--- src/rtl/rx_serial_param_uart.sv ---
// Parametrised oversampling UART receiver with false-start rejection, framing/overrun flags and ack-held data.
// Optional build macro MAJORITY_VOTE_EN: each bit decision is a 3-tick majority of the synchronised line.
`timescale 1ns/1ps
module rx_serial_param_uart #(
    parameter int DATA_BITS  = 8,
    parameter int OVERSAMPLE = 16,
    parameter int PARITY     = 0,
    parameter int STOP_BITS  = 1
) (
    input  logic                 clock,
    input  logic                 reset,
    input  logic                 RX,
    input  logic                 tick,
    input  logic                 ack,
    output logic [DATA_BITS-1:0] dado,
    output logic                 pronto,
    output logic                 erro_paridade,
    output logic                 erro_parada,
    output logic                 overrun,
    output logic [3:0]           db_estado
);

    localparam int CW = $clog2(OVERSAMPLE);
    localparam logic [CW-1:0] HALF_LAST = CW'(OVERSAMPLE / 2 - 1);
    localparam logic [CW-1:0] FULL_LAST = CW'(OVERSAMPLE - 1);
    localparam logic [3:0]    LAST_DATA = 4'(DATA_BITS - 1);
    localparam logic [3:0]    LAST_STOP = 4'(STOP_BITS - 1);

    typedef enum logic [3:0] {
        INICIAL     = 4'd0,
        INICIO      = 4'd1,
        DADOS       = 4'd2,
        PARIDADE    = 4'd3,
        PARADA      = 4'd4,
        REGISTRA    = 4'd5,
        ESPERA_ALTO = 4'd6
    } state_t;

    state_t                 state;
    logic                   rx_meta;
    logic                   rxs;
    logic                   bit_val;
    logic [CW-1:0]          tick_cnt;
    logic [3:0]             bit_cnt;
    logic [DATA_BITS-1:0]   shreg;
    logic                   par_err;
    logic                   stop_err;

    always_ff @(posedge clock) begin
        if (reset) begin
            rx_meta <= 1'b1;
            rxs     <= 1'b1;
        end else begin
            rx_meta <= RX;
            rxs     <= rx_meta;
        end
    end

`ifdef MAJORITY_VOTE_EN
    // History holds rxs at the two previous ticks; the vote closes on the current tick.
    logic [1:0] vote_hist;

    always_ff @(posedge clock) begin
        if (reset)
            vote_hist <= 2'b11;
        else if (tick)
            vote_hist <= {vote_hist[0], rxs};
    end

    assign bit_val = (vote_hist[1] & vote_hist[0]) | (vote_hist[1] & rxs) | (vote_hist[0] & rxs);
`else
    assign bit_val = rxs;
`endif

    always_ff @(posedge clock) begin
        if (reset) begin
            state         <= INICIAL;
            tick_cnt      <= '0;
            bit_cnt       <= '0;
            shreg         <= '0;
            par_err       <= 1'b0;
            stop_err      <= 1'b0;
            dado          <= '0;
            pronto        <= 1'b0;
            erro_paridade <= 1'b0;
            erro_parada   <= 1'b0;
            overrun       <= 1'b0;
        end else begin
            if (ack) begin
                pronto  <= 1'b0;
                overrun <= 1'b0;
            end
            case (state)
                INICIAL: begin
                    if (tick && !rxs) begin
                        tick_cnt <= '0;
                        state    <= INICIO;
                    end
                end
                INICIO: begin
                    if (tick) begin
                        if (tick_cnt == HALF_LAST) begin
                            tick_cnt <= '0;
                            bit_cnt  <= '0;
                            par_err  <= 1'b0;
                            stop_err <= 1'b0;
                            state    <= bit_val ? INICIAL : DADOS;
                        end else begin
                            tick_cnt <= tick_cnt + 1'b1;
                        end
                    end
                end
                DADOS: begin
                    if (tick) begin
                        if (tick_cnt == FULL_LAST) begin
                            tick_cnt <= '0;
                            shreg    <= {bit_val, shreg[DATA_BITS-1:1]};
                            if (bit_cnt == LAST_DATA) begin
                                bit_cnt <= '0;
                                state   <= (PARITY != 0) ? PARIDADE : PARADA;
                            end else begin
                                bit_cnt <= bit_cnt + 4'd1;
                            end
                        end else begin
                            tick_cnt <= tick_cnt + 1'b1;
                        end
                    end
                end
                PARIDADE: begin
                    if (tick) begin
                        if (tick_cnt == FULL_LAST) begin
                            tick_cnt <= '0;
                            par_err  <= (PARITY == 1) ? ~(^{shreg, bit_val}) : (^{shreg, bit_val});
                            state    <= PARADA;
                        end else begin
                            tick_cnt <= tick_cnt + 1'b1;
                        end
                    end
                end
                PARADA: begin
                    if (tick) begin
                        if (tick_cnt == FULL_LAST) begin
                            tick_cnt <= '0;
                            if (!bit_val)
                                stop_err <= 1'b1;
                            if (bit_cnt == LAST_STOP)
                                state <= REGISTRA;
                            else
                                bit_cnt <= bit_cnt + 4'd1;
                        end else begin
                            tick_cnt <= tick_cnt + 1'b1;
                        end
                    end
                end
                REGISTRA: begin
                    // Registration overrides a simultaneous ack: the new word stays pending.
                    dado          <= shreg;
                    erro_paridade <= (PARITY != 0) ? par_err : 1'b0;
                    erro_parada   <= stop_err;
                    pronto        <= 1'b1;
                    if (pronto && !ack)
                        overrun <= 1'b1;
                    state <= stop_err ? ESPERA_ALTO : INICIAL;
                end
                ESPERA_ALTO: begin
                    if (tick && rxs)
                        state <= INICIAL;
                end
                default: state <= INICIAL;
            endcase
        end
    end

    always_comb begin
        db_estado = 4'hE;
        case (state)
            INICIAL, INICIO, DADOS, PARIDADE, PARADA, REGISTRA, ESPERA_ALTO: db_estado = state;
            default: db_estado = 4'hE;
        endcase
    end

endmodule

--- config.mk ---
export PLATFORM = sky130hd
export DESIGN_NAME = rx_serial_param_uart
export DESIGN_NICKNAME = d
export VERILOG_FILES = /design/src/rtl/rx_serial_param_uart.sv
export SDC_FILE = /design/constraint.sdc
export NUM_CORES = 1
export LEC_CHECK = 0
export ABC_CLOCK_PERIOD_IN_PS = 2590
export CORE_MARGIN = 2
export CORE_UTILIZATION = 35
export DETAILED_ROUTE_END_ITERATION = 8
export PLACE_DENSITY_LB_ADDON = 0.12
export SYNTH_ARGS = -nofsm -noshare
export SYNTH_HDL_FRONTEND = slang
export SYNTH_SLANG_ARGS = --single-unit
--- constraint.sdc ---
create_clock -name clock -period 2.59 [get_ports clock]
set_clock_uncertainty 0.1 [all_clocks]
set_input_delay 0.518 -clock clock [delete_from_list [all_inputs] [get_ports clock]]
set_output_delay 0.518 -clock clock [all_outputs]
set_load 0.005 [all_outputs]
==> results of run 1 <==
==> routing by layer <==
layer	track usage [%]	up-vias	share of wire [%]
met5	0	-	0
met4	6.080	0	1.3
met3	5.204	7	3.7
met2	25.93	20	49
met1	18.90	682	46
li1	-	704	-
==> worst register-to-register path, cell delays in order, from the launching register on <==
cell     delay [ns]
dfxtp_1        0.53
or3b_1         0.50
a21oi_1        0.26
o21ai_2        0.15
or4_1          0.51
a21oi_1        0.12
==> Yosys cell counts, types with 2 or more instances <==
| master | instances | area share (%) |
|---|---|---|
| dfxtp_1 | 33 | 41 |
| a21oi_1 | 19 | 5.9 |
| nand2_1 | 17 | 4.0 |
| nand3_1 | 16 | 5.0 |
| nor2_1 | 14 | 3.3 |
| mux2i_1 | 10 | 6.2 |
| clkbuf_1 | 9 | 2.1 |
| nor3_1 | 7 | 2.2 |
| inv_1 | 6 | 1.4 |
| o21ai_0 | 5 | 1.6 |
| ha_1 | 3 | 2.3 |
| nand3b_1 | 3 | 1.4 |
| nor2b_1 | 3 | 1.2 |
| or2_2 | 3 | 1.2 |
| or3_1 | 3 | 1.2 |
| a211oi_1 | 2 | 0.93 |
| a31oi_1 | 2 | 0.78 |
| and3_1 | 2 | 0.78 |
| buf_2 | 2 | 0.62 |
| buf_6 | 2 | 1.4 |
| nand2b_1 | 2 | 0.78 |
| o211ai_1 | 2 | 0.93 |
| o31ai_1 | 2 | 0.93 |
==> logic make-up after synthesis <==
kind of cell,count (synthesis),synth area share (%)
compound gates,40,15.54
buf+inv,21,6.216
fa+ha+maj,3,2.331
xor+xnor,1,0.5440
simple gates,80,26.26
mux,12,7.848
flops,33,41.03
other cells,1,0.2329
==> layout make-up <==
class,instances,area share [%]
Multi-Input combinational cell,137,44.09
Clock inverter,1,0.2597
Timing Repair Buffer,24,11.82
Sequential cell,33,34.29
Clock buffer,7,5.000
Tap cell,52,3.377
Inverter,6,1.169
==> per-stage QoR <==
step / hold slack, ns / total power [µW] / utilization (%) / setup slack (ns) / instances
after global routing: 0.3459 / 1018 / 43.95 / 0.06586 / 260
final: 0.3125 / 973.9 / 43.95 / 0.1550 / 260
after floorplan: 0.2895 / 547.4 / - / 0.6264 / 191
after CTS: 0.3180 / 995.1 / 43.95 / 0.1277 / 260
after global placement: 0.2999 / 560.3 / 41.64 / 0.3207 / 252
after detailed placement: 0.2980 / 560.9 / 41.64 / 0.2606 / 252
==> worst max-delay path by stage <==
stage | cells after the start | endpoint | startpoint | slack, ns
2_1_floorplan | 4 | db_estado[3] | state[2]$_SDFFE_PP0P_ | 0.63
3_3_place_gp | 6 | state[1]$_SDFFE_PP0P_ | tick | 0.32
3_5_place_dp | 6 | state[1]$_SDFFE_PP0P_ | tick | 0.26
4_1_cts | 2 | db_estado[3] | state[1]$_SDFFE_PP0P_ | 0.13
5_1_grt | 2 | db_estado[3] | state[1]$_SDFFE_PP0P_ | 0.07
6_report | 2 | db_estado[3] | state[1]$_SDFFE_PP0P_ | 0.15
==> flip-flops by register name (all words and copies together), names as in the netlist <==
name and count:
tick_cnt 4, shreg 8, erro_parada 1, stop_err 1, bit_cnt 4, state 3
dado 8, rx_meta 1, overrun 1, pronto 1, bit_val 1
==> report_power, final <==
group	switching, µW	leakage (µW)	total, µW	internal (µW)
sequential	1.68	0.000266	511	509
clock	185	0.0000542	425	240
combinational	22.6	0.000324	38.2	15.6
total	209	0.000645	974	765
==> run metrics, run 1 <==
Port Buf Inserts=19; Hold Path End=bit_val$_SDFF_PP1_; CTS buffer count=5; setup TNS=0 ns; Leak=around 0.00064 µW; diode count=0; max-cap violations=0; initial antenna violation count=0; final WL=3746 µm; htree depth=2; Syn-to-layout area delta=19.66%; Overflow after GRT=0; pin count of the biggest net entering global routing=32; layout cells sized above 1=11.54%; crit path capture type=output pin; Hold Crit Start=rx_meta$_SDFF_PP1_; IO Pins=21; Hold Path Stages=1; Syn Inst Count=191; max-slew violations=0; wire per inst=14.41 µm; pwr dens=slightly above 500 mW/mm²; Peak VDD IR=~0.37 mV; CTS tree=done; DRT iter0 DRCs=78; Post-DP Area=0.001826 mm²; period utilization=between 90% and 100%; status=finished, final reports clean; Clock Latency Late Sink=0.28 ns; vias in the first global route=1367; Arr. time, crit path=~1.8 ns; EDFF count, synth=0; cts hold-fix bufs=0; Slowest cell on crit path=dfxtp_1; Fin. Hold Viols=0; die height=just over 70 µm; crit-path leading delay family=flip-flops; detailed placement HPWL=2562 µm; Max Freq=0.4107 GHz; Setup CP Type=reg2out; gr usage total=between 10% and 20%; FFs w/ async S/R, synth=0%; crit-path cells=and3_1 -> clkdlybuf4s50_1; fillers=453; Seq cells post-synth=33; footprint of the multi-input gates=849.6 µm²; final setup fails=0; Max Root-Sink Buffers=2; worst-path fanout max=22; Initial Util=36.73%; Max-slew headroom=54.86%; nets=215; Root Driver=clkbuf_8; crit start category=register; post-synthesis sequential area ratio=41.03%; Synth Flop Type=dfxtp_1; worst flop-to-flop path startpoint=state[1]$_SDFFE_PP0P_; die width=71.83 µm; first-pass GRT wire length=6375 µm; Vias/cell=5.435; syn_nets=199; Syn Std Cell Area=0.001610 mm²; Slew @ Worst Pin=~0.68 ns; clock sinks=33; r2r setup slk=0.35 ns; Req. time, crit path=1.97 ns; vias post-DR=1413; unrepaired setup endpoints after global routing=false; # Post-CTS Setup Buffers=0; synthesized area per cell=8.431 µm²; CP peak stage delay=0.76 ns; die area=0.005160 mm²; number of nets with antenna violations after routing=0; post-synth cell types=47; Buf/Inv on CP=1; final instance area=0.001927 mm²; Clk pin slew, worst setup/hold paths=around 0.07 ns; RR Endpoint=bit_cnt[2]$_SDFFE_PP0P_; GPL Wtd Cong=a little over 0.8; Core Box Area=0.004384 mm²; commonest non-fill, non-tap cell in the layout=dfxtp_1; count of yosys warnings during synthesis=0; FF-to-FF path depth=5; drt first pass iters=4; DR DRC count=0; FF+latch area=660.6 µm²; Tmin final=2.435 ns; row count=24; most frequent cells in the layout=dfxtp_1, a21oi_1, clkdlybuf4s50_1; post_cts resized=0; Hold Path Class=reg2reg
Power figures use the tool's default switching activity.
==> inputs of run 2 (changes only) <==
--- a/config.mk
+++ b/config.mk
@@ -5,7 +5,8 @@
 export SDC_FILE = /design/constraint.sdc
 export NUM_CORES = 1
 export LEC_CHECK = 0
-export ABC_CLOCK_PERIOD_IN_PS = 2590
+export ABC_CLOCK_PERIOD_IN_PS = 2900
+export CORE_ASPECT_RATIO = 2
 export CORE_MARGIN = 2
 export CORE_UTILIZATION = 35
 export DETAILED_ROUTE_END_ITERATION = 8
==> constraint.sdc (replaced) <==
create_clock -name clock -period 2.9 [get_ports clock]
set_clock_uncertainty 0.1 [all_clocks]
set_input_delay 0.58 -clock clock [delete_from_list [all_inputs] [get_ports clock]]
set_output_delay 0.58 -clock clock [all_outputs]
set_load 0.005 [all_outputs]
==> run 2 against run 1 <==
  * Design area rose by 1.9%
  * Worst hold slack worse by 0.0041 ns
  * Wire length fell by 9.3%
  * Global-route usage is 0.90 points lower
  * Power rose by 3.5%
  * First-iteration DRC count fell by 76%
  * Die area is 0.63% higher
  * Highest routed layer unchanged
==> run metrics, run 2 (synthesis results as in run 1) <==
Leak=about 0.00066 µW; drt first pass iters=2; row count=35; Hold Path Class=reg2reg; Max-slew headroom=51.42%; nets=215; Core Box Area=~0.0045 mm²; die area=0.005192 mm²; Root Driver=clkbuf_8; DRT iter0 DRCs=19; Syn-to-layout area delta=21.91%; status=finished, final reports clean; Post-DP Area=0.001829 mm²; # Post-CTS Setup Buffers=0; final setup fails=0; Clk pin slew, worst setup/hold paths=~0.070 ns; die width=between 50 and 60 µm; final WL=3398 µm; worst-path fanout max=22; cts hold-fix bufs=0; Slowest cell on crit path=dfxtp_1; Buf/Inv on CP=1; fillers=452; max-slew violations=0; Setup CP Type=reg2out; die height=99.93 µm; vias post-DR=1392; unrepaired setup endpoints after global routing=false; DR DRC count=0; commonest non-fill, non-tap cell in the layout=dfxtp_1; top flop regs=dado: 8 flops, shreg: 8 flops; crit start category=register; post_cts resized=0; number of nets with antenna violations after routing=0; clock sinks=33; Slew @ Worst Pin=about 0.73 ns; final instance area=between 0.0015 and 0.002 mm²; CTS tree=done; Fin. Hold Viols=0; CP peak stage delay=about 0.79 ns; setup TNS=0 ns; period utilization=85.83%; Peak VDD IR=0.4076 mV; Max Root-Sink Buffers=2; Max Freq=0.4018 GHz; Tmin final=2.489 ns; Initial Util=between 30% and 40%; Req. time, crit path=about 2.2 ns; GPL Wtd Cong=0.7992; most frequent cells in the layout=dfxtp_1, a21oi_1, clkdlybuf4s50_1; CTS buffer count=5; pwr dens=513.5 mW/mm²; crit-path leading delay family=flip-flops; max-cap violations=0; Overflow after GRT=0; gr usage total=14.80%; fin util=43.52%; Port Buf Inserts=19; Vias/cell=5.293; htree depth=2; Arr. time, crit path=1.81 ns; first-pass GRT wire length=5947 µm; crit-path cells=and3_1 -> clkdlybuf4s50_1; hold slack final=0.3085 ns; diode count=0; vias in the first global route=1341; initial antenna violation count=0; IO Pins=21; Clock Latency Late Sink=0.28 ns; Finished Layout Cells=263; crit path capture type=output pin; wire per inst=12.92 µm; pin count of the biggest net entering global routing=32; Placed Cells=255; detailed placement HPWL=between 2000 and 2500 µm; r2r setup slk=0.65 ns; layout cells sized above 1=11.54%
run 2: cell types whose count changed in the layout (fill, tap and decap cells not counted):
cell       change
bufinv_16      +2
clkbuf_8       -2
run 2: area by class of cell:
type	count	area, µm²	area share, %
multi-input cells	137	849.6	43.28
flip-flops and latches	33	660.6	33.65
repair buffers	24	227.7	11.60
clock buffers	5	68.82	3.505
well taps	55	68.82	3.505
clock inverters	3	65.06	3.314
inverters	6	22.52	1.147
run 2: where the power goes:
part,switching [µW],internal (µW),leakage (µW)
registers,1.39,455,0.000266
logic,19.9,13.9,0.000324
clock network,177,341,0.0000681
total,198,810,0.000658
run 2: through the flow:
| stage | setup slack (ns) | power, µW |
|---|---|---|
| 4_1_cts | 0.4191 | 1022 |
| 5_1_grt | 0.3568 | 1041 |
| 3_5_place_dp | 0.5136 | 500.6 |
| 3_3_place_gp | 0.5502 | 501.0 |
| 2_1_floorplan | 0.8744 | 488.9 |
| 6_report | 0.4109 | 1008 |
run 2: worst paths after layout:
path / from / end / cells after the start
min: rx_meta$_SDFF_PP1_ / bit_val$_SDFF_PP1_ / 1
min reg2reg: rx_meta$_SDFF_PP1_ / bit_val$_SDFF_PP1_ / 1
max: state[1]$_SDFFE_PP0P_ / db_estado[3] / 2
max reg2reg: state[1]$_SDFFE_PP0P_ / bit_cnt[2]$_SDFFE_PP0P_ / 5
run 2: metal layers:
| layer | wire length, µm | global-route usage [%] |
|---|---|---|
| met1 | 1621 | 18.38 |
| met2 | 1642 | 24.25 |
| met3 | 74 | 3.125 |
| met4 | 60 | 6.073 |
| met5 | 0 | 0 |
